`src/rtl/sobel_pkg.sv`:
```
// Shared types and constants for the Sobel edge-pack custom instruction.
package sobel_pkg;

   typedef logic [7:0] pixel_t;

   localparam int GRAD_W = 11;

   typedef enum logic [1:0] {
      IDLE = 2'd0,
      CALC = 2'd1,
      RESP = 2'd2
   } state_t;

   localparam logic [7:0]        COMPUTE_ID_DEF = 8'd0;
   localparam logic [7:0]        RETURN_ID_DEF  = 8'd1;
   localparam logic [7:0]        CONFIG_ID_DEF  = 8'd2;
   localparam logic [GRAD_W-1:0] THRESHOLD_DEF  = 11'd127;

endpackage

```
`src/rtl/sobel_grad.sv`:
```
// Combinational 3x3 Sobel magnitude: |Gx| + |Gy| over eight neighbour pixels.
module sobel_grad
   import sobel_pkg::*;
(
   input  pixel_t              tl,
   input  pixel_t              tm,
   input  pixel_t              tr,
   input  pixel_t              ml,
   input  pixel_t              mr,
   input  pixel_t              bl,
   input  pixel_t              bm,
   input  pixel_t              br,
   output logic [GRAD_W-1:0]   mag
);

   function automatic logic signed [GRAD_W-1:0] ext(input pixel_t p);
      return $signed({3'b000, p});
   endfunction

   logic signed [GRAD_W-1:0] gx;
   logic signed [GRAD_W-1:0] gy;
   logic        [GRAD_W-1:0] ax;
   logic        [GRAD_W-1:0] ay;

   // Gradients span -1020..1020, so 11-bit signed holds them and the sum of magnitudes (max 2040) without loss.
   always_comb begin
      gx  = (ext(tr) - ext(tl)) + ((ext(mr) - ext(ml)) <<< 1) + (ext(br) - ext(bl));
      gy  = (ext(tl) - ext(bl)) + ((ext(tm) - ext(bm)) <<< 1) + (ext(tr) - ext(br));
      ax  = gx[GRAD_W-1] ? -gx : gx;
      ay  = gy[GRAD_W-1] ? -gy : gy;
      mag = ax + ay;
   end

endmodule

```
`src/rtl/sobel_pack_ci.sv`:
```
// Sobel edge detector custom instruction that packs thresholded edge bits into a word.
// Optional build macro SOBEL_STATUS_EN: CONFIG with valueB[0]=1 returns {overflow, count}
// instead of writing the threshold.
//
// state | meaning
// IDLE  | waiting for start; only state that accepts an instruction
// CALC  | compute operands held, magnitude settling through sobel_grad
// RESP  | done pulse with result; returns to IDLE
module sobel_pack_ci
   import sobel_pkg::*;
#(
   parameter logic [7:0]        COMPUTE_ID        = COMPUTE_ID_DEF,
   parameter logic [7:0]        RETURN_ID         = RETURN_ID_DEF,
   parameter logic [7:0]        CONFIG_ID         = CONFIG_ID_DEF,
   parameter logic [GRAD_W-1:0] THRESHOLD_DEFAULT = THRESHOLD_DEF,
   parameter int                PACK_BITS         = 32
)(
   input  logic        clock,
   input  logic        reset,
   input  logic        start,
   input  logic [7:0]  iseId,
   input  logic [31:0] valueA,
   input  logic [31:0] valueB,
   output logic        done,
   output logic [31:0] result
);

   localparam int         IDX_W = $clog2(PACK_BITS);
   localparam logic [5:0] FULL  = 6'(PACK_BITS);

   state_t               state;
   state_t               state_nx;
   logic [31:0]          op_a;
   logic [31:0]          op_b;
   logic [PACK_BITS-1:0] pack;
   logic [5:0]           count;
   logic [GRAD_W-1:0]    threshold;
   logic [GRAD_W-1:0]    mag;
   logic                 full;
   logic                 acc_compute;
   logic                 acc_return;
   logic                 acc_config;
   logic                 status_rd;

   assign full = (count == FULL);

`ifdef SOBEL_STATUS_EN
   logic overflow;
   assign status_rd = valueB[0];
`else
   assign status_rd = 1'b0;
`endif

   sobel_grad u_grad (
      .tl  (op_a[31:24]),
      .tm  (op_a[23:16]),
      .tr  (op_a[15:8]),
      .ml  (op_a[7:0]),
      .mr  (op_b[7:0]),
      .bl  (op_b[31:24]),
      .bm  (op_b[23:16]),
      .br  (op_b[15:8]),
      .mag (mag)
   );

   // State register.
   always_ff @(posedge clock) begin
      if (!reset) state <= IDLE;
      else        state <= state_nx;
   end

   // Next-state decode; instructions are accepted only from IDLE.
   always_comb begin
      state_nx    = state;
      acc_compute = 1'b0;
      acc_return  = 1'b0;
      acc_config  = 1'b0;
      case (state)
         IDLE: begin
            if (start) begin
               if (iseId == COMPUTE_ID) begin
                  acc_compute = 1'b1;
                  state_nx    = CALC;
               end else if (iseId == RETURN_ID) begin
                  acc_return = 1'b1;
                  state_nx   = RESP;
               end else if (iseId == CONFIG_ID) begin
                  acc_config = 1'b1;
                  state_nx   = RESP;
               end
            end
         end
         CALC:    state_nx = RESP;
         RESP:    state_nx = IDLE;
         default: state_nx = IDLE;
      endcase
   end

   // Operand capture for the compute path; contents are don't-care outside CALC.
   always_ff @(posedge clock) begin
      if (acc_compute) begin
         op_a <= valueA;
         op_b <= valueB;
      end
   end

   // Response register: done and a non-zero result exist only in the RESP cycle.
   always_ff @(posedge clock) begin
      if (!reset) begin
         done   <= 1'b0;
         result <= 32'd0;
      end else begin
         done   <= 1'b0;
         result <= 32'd0;
         if (state == CALC) begin
            done   <= 1'b1;
            result <= 32'(mag);
         end else if (acc_return) begin
            done   <= 1'b1;
            result <= 32'(pack);
         end else if (acc_config) begin
            done   <= 1'b1;
`ifdef SOBEL_STATUS_EN
            result <= status_rd ? {overflow, 25'd0, count} : 32'(threshold);
`else
            result <= 32'(threshold);
`endif
         end
      end
   end

   // Packing and threshold; a bit computed while full is dropped.
   always_ff @(posedge clock) begin
      if (!reset) begin
         pack      <= '0;
         count     <= 6'd0;
         threshold <= THRESHOLD_DEFAULT;
      end else if (state == CALC) begin
         if (!full) begin
            pack[count[IDX_W-1:0]] <= (mag > threshold);
            count                  <= count + 6'd1;
         end
      end else if (acc_return) begin
         pack  <= '0;
         count <= 6'd0;
      end else if (acc_config && !status_rd) begin
         threshold <= valueA[GRAD_W-1:0];
      end
   end

`ifdef SOBEL_STATUS_EN
   // Sticky overflow: set by a dropped bit, cleared only by a read-and-clear.
   always_ff @(posedge clock) begin
      if (!reset)                   overflow <= 1'b0;
      else if (state == CALC && full) overflow <= 1'b1;
      else if (acc_return)          overflow <= 1'b0;
   end
`endif

endmodule

```
`config.mk`:
```
export PLATFORM = sky130hd
export DESIGN_NAME = sobel_pack_ci
export DESIGN_NICKNAME = d
export VERILOG_FILES = /design/src/rtl/sobel_pkg.sv /design/src/rtl/sobel_grad.sv /design/src/rtl/sobel_pack_ci.sv
export SDC_FILE = /design/constraint.sdc
export NUM_CORES = 1
export LEC_CHECK = 0
export ABC_CLOCK_PERIOD_IN_PS = 16400
export BUFFER_PORTS_ARGS = -buffer_cell sky130_fd_sc_hd__buf_2
export CORE_MARGIN = 8
export CORE_UTILIZATION = 55
export DETAILED_ROUTE_END_ITERATION = 6
export PLACE_DENSITY = 0.76
export SETUP_SLACK_MARGIN = 0.1
export SLEW_MARGIN = 0
export SYNTH_ARGS = -nofsm -noshare
export SYNTH_HDL_FRONTEND = slang
export SYNTH_SLANG_ARGS = --single-unit
```
`constraint.sdc`:
```
create_clock -name clock -period 16.4 [get_ports clock]
set_input_delay 0 -clock clock [delete_from_list [all_inputs] [get_ports clock]]
set_output_delay 0 -clock clock [all_outputs]
set_load 0.01 [all_outputs]
```
==> impl_metrics.toml <==
[status]
status = "complete, no violations"

[layout]
final_area_um2 = 11400
syn2layout_area_growth_pct = 21.3
seqCellArea_um2 = 3600
final_core_util = 0.671
multi_input_area_um2 = 5270
drive_above_1_share = 0.136
nets = 1361
fillers = 1337

[clock_tree]
ctsResizeCount = 0
ctsHtreeMaxLevel = 4
cts_tree = "built"
cts_made_buffers = 17
cts-root-buf = "clkbuf_16"
clk_latency_ns = 0.44
cts_sinks = 148
path_clk_slew_ns = 0.07
clk_path_buf_depth = 2

[detailed_routing]
avgRoutedWirePerCell_um = 15.7
vias = 7446
vias_per_cell = 5.31
dr.pass1.iters = 5
wl_mm = 22.0
drc = 0
antenna_left = 0
drt-initial-drc-count = 373

[synth]
syn_area_per_cell_um2 = 9.44
yosysMostFrequentCell = "inv_1"
yosys_register_bits = 148
postSynth.asyncResetShare = 0
synthTopCellsByCount = "inv_1, nand2_1, ha_1"
yosys_warnings = 0
synthFlopType = "dfxtp_1"
synth_area_um2 = 9440
syn_nets = 1197
post-synth-top-area-cell = "edfxtp_1"
synth_edf_count = 64
syn_inst = 1000
netlist_top_cells_area = "edfxtp_1, dfxtp_1, ha_1"
ys_types = 59
ys_seq_area_frac = 0.382
synth_top_area_frac = 0.204

[sta]
tightest_slew_ns = 0.885
fmax_ghz = 0.123
finalWorstPathRequiredPeriod_ns = 8.11
hold_viol_final = 0
rsz0062_at_grt = "false"
setup_viol = 0
fin_crit_sh = 0.494
setup_tns_ns = 0
relSlewSlack = 0.406
clock_skew_ns = 0.0113
drv_slew = 0

[critical_path]
path_class = "register to register"
cp_common_cell = "o21ai_0"
cp_slowest_cell = "o211ai_1"
cp.required_ns = 16.76
crit_path_start_kind = "register"
cp.arrival_ns = 8.47
cpPeakStageDelay_ns = 0.61
worst_setup_path_end_kind = "register"
critical_path.max_fanout = 32

[grt]
grt.total_usage = 0.210
antenna_found_initial = 1
gr-total-overflow = 0
grt_pass1_wl_mm = 36.9
grt_pass1_vias = 7675
grt_max_degree = 50

[place]
gp_congestion = 0.887
portBuffers = 107
hpwl_mm = 16.0
dpl_cell_area_um2 = 10200

[run]
cap_violations = 0

[die]
dieArea_um2 = 21600
io_pins = 108
die_y_um = 147
die_w_um = 147
core_um2 = 17100
num_rows = 48
initial_utilization = 0.553

[power]
leakage_uw = 0.00527
ir_worst_vdd_v = 0.0000726
power_uw = 861
p_per_area_nw_per_um2 = 75.2

[hold_path]
hold_path_class = "input port to register"
cell families after synthesis:
logic type	share of synthesized area
xor gates and xnor gates	0.0677
AOI/OAI and AO/OA	0.136
and+or+nand+nor	0.161
muxes	0.00875
DFF	0.382
buffers and inverters	0.0620
adders and majority gates	0.183
cell type report:
type	count	area share
timing repair buffer	178	0.108
antenna	1	0.000219
clock inverter	15	0.0155
sequential	148	0.315
multi-input combinational	697	0.460
clock buffer	17	0.0372
tap	225	0.0246
inverter	122	0.0400
state kept, by name, summed over array words and instances (netlist names):
signal	flops
pack	32
state	2
op_a	32
threshold	11
count	6
done	1
result	32
op_b	32
per-stage QoR:
step | std cells | worst slack, ns | hold WS [ns]
6_report | 1403 | 8.29 | 0.0265
5_1_grt | 1403 | 7.65 | 0.0320
4_1_cts | 1402 | 8.32 | 0.0210
3_5_place_dp | 1304 | 8.41 | 0.178
3_3_place_gp | 1304 | 8.56 | 0.177
2_1_floorplan | 1000 | 9.39 | 0.0989
layout by cell type, fill, tap and decap left out, types with 6 or more instances in the layout:
cell type      instances
fa_1                  27
nor3_1                12
nand2b_1              19
buf_2                107
inv_1                122
a31oi_1                6
a21boi_0               9
nor2b_1               23
a21o_1                34
xor2_1                27
nand2_1               96
edfxtp_1              64
and2_1                13
xnor2_1               46
nor3b_1                7
nor2_1                46
dlygate4sd3_1         66
nand3_1               37
and3_1                26
ha_1                  95
clkbuf_16             17
a21oi_1               50
o21ai_0               37
dfxtp_1               84
mux2i_1                6
o211ai_1               8
power breakdown:
| part | total [µW] | switching [µW] | internal, µW |
|---|---|---|---|
| Sequential | 384 | 0.146 | 384 |
| Clock | 404 | 184 | 219 |
| Combinational | 73.8 | 38.0 | 35.8 |
| Total | 861 | 223 | 639 |
metal layers:
metal,global-route usage,share of wire,vias up
li1,-,-,3748
met1,0.250,0.44,3492
met2,0.364,0.50,166
met3,0.0468,0.042,40
met4,0.0785,0.024,0
met5,0,0,-
final timing paths:
path / start / end / slack [ns] / cells after the start
max: op_b[25] / pack[25] / 8.29 / 35
min: iseId[5] / state[1] / 0.03 / 4
max reg2reg: op_b[25] / pack[25] / 8.29 / 35
min reg2reg: pack[29] / pack[29] / 0.45 / 2
worst max-delay path: cells and delay by family, from the launching register on:
family                     cells  cell delay (ns)
and+or+nand+nor                8             1.16
xor gates and xnor gates       2             0.47
AOI/OAI and AO/OA             15             3.18
adders and majority gates      5             1.87
muxes                          1             0.32
DFF                            1             0.45
buffers and inverters          4             0.56
repair_timing:
item	in CTS	in global routing
setup buffers	0	0
endpoints found under the hold margin	77	0
hold buffers	66	0
endpoints found under the setup margin	0	0
No activity file was read; power rests on OpenSTA's default activity.
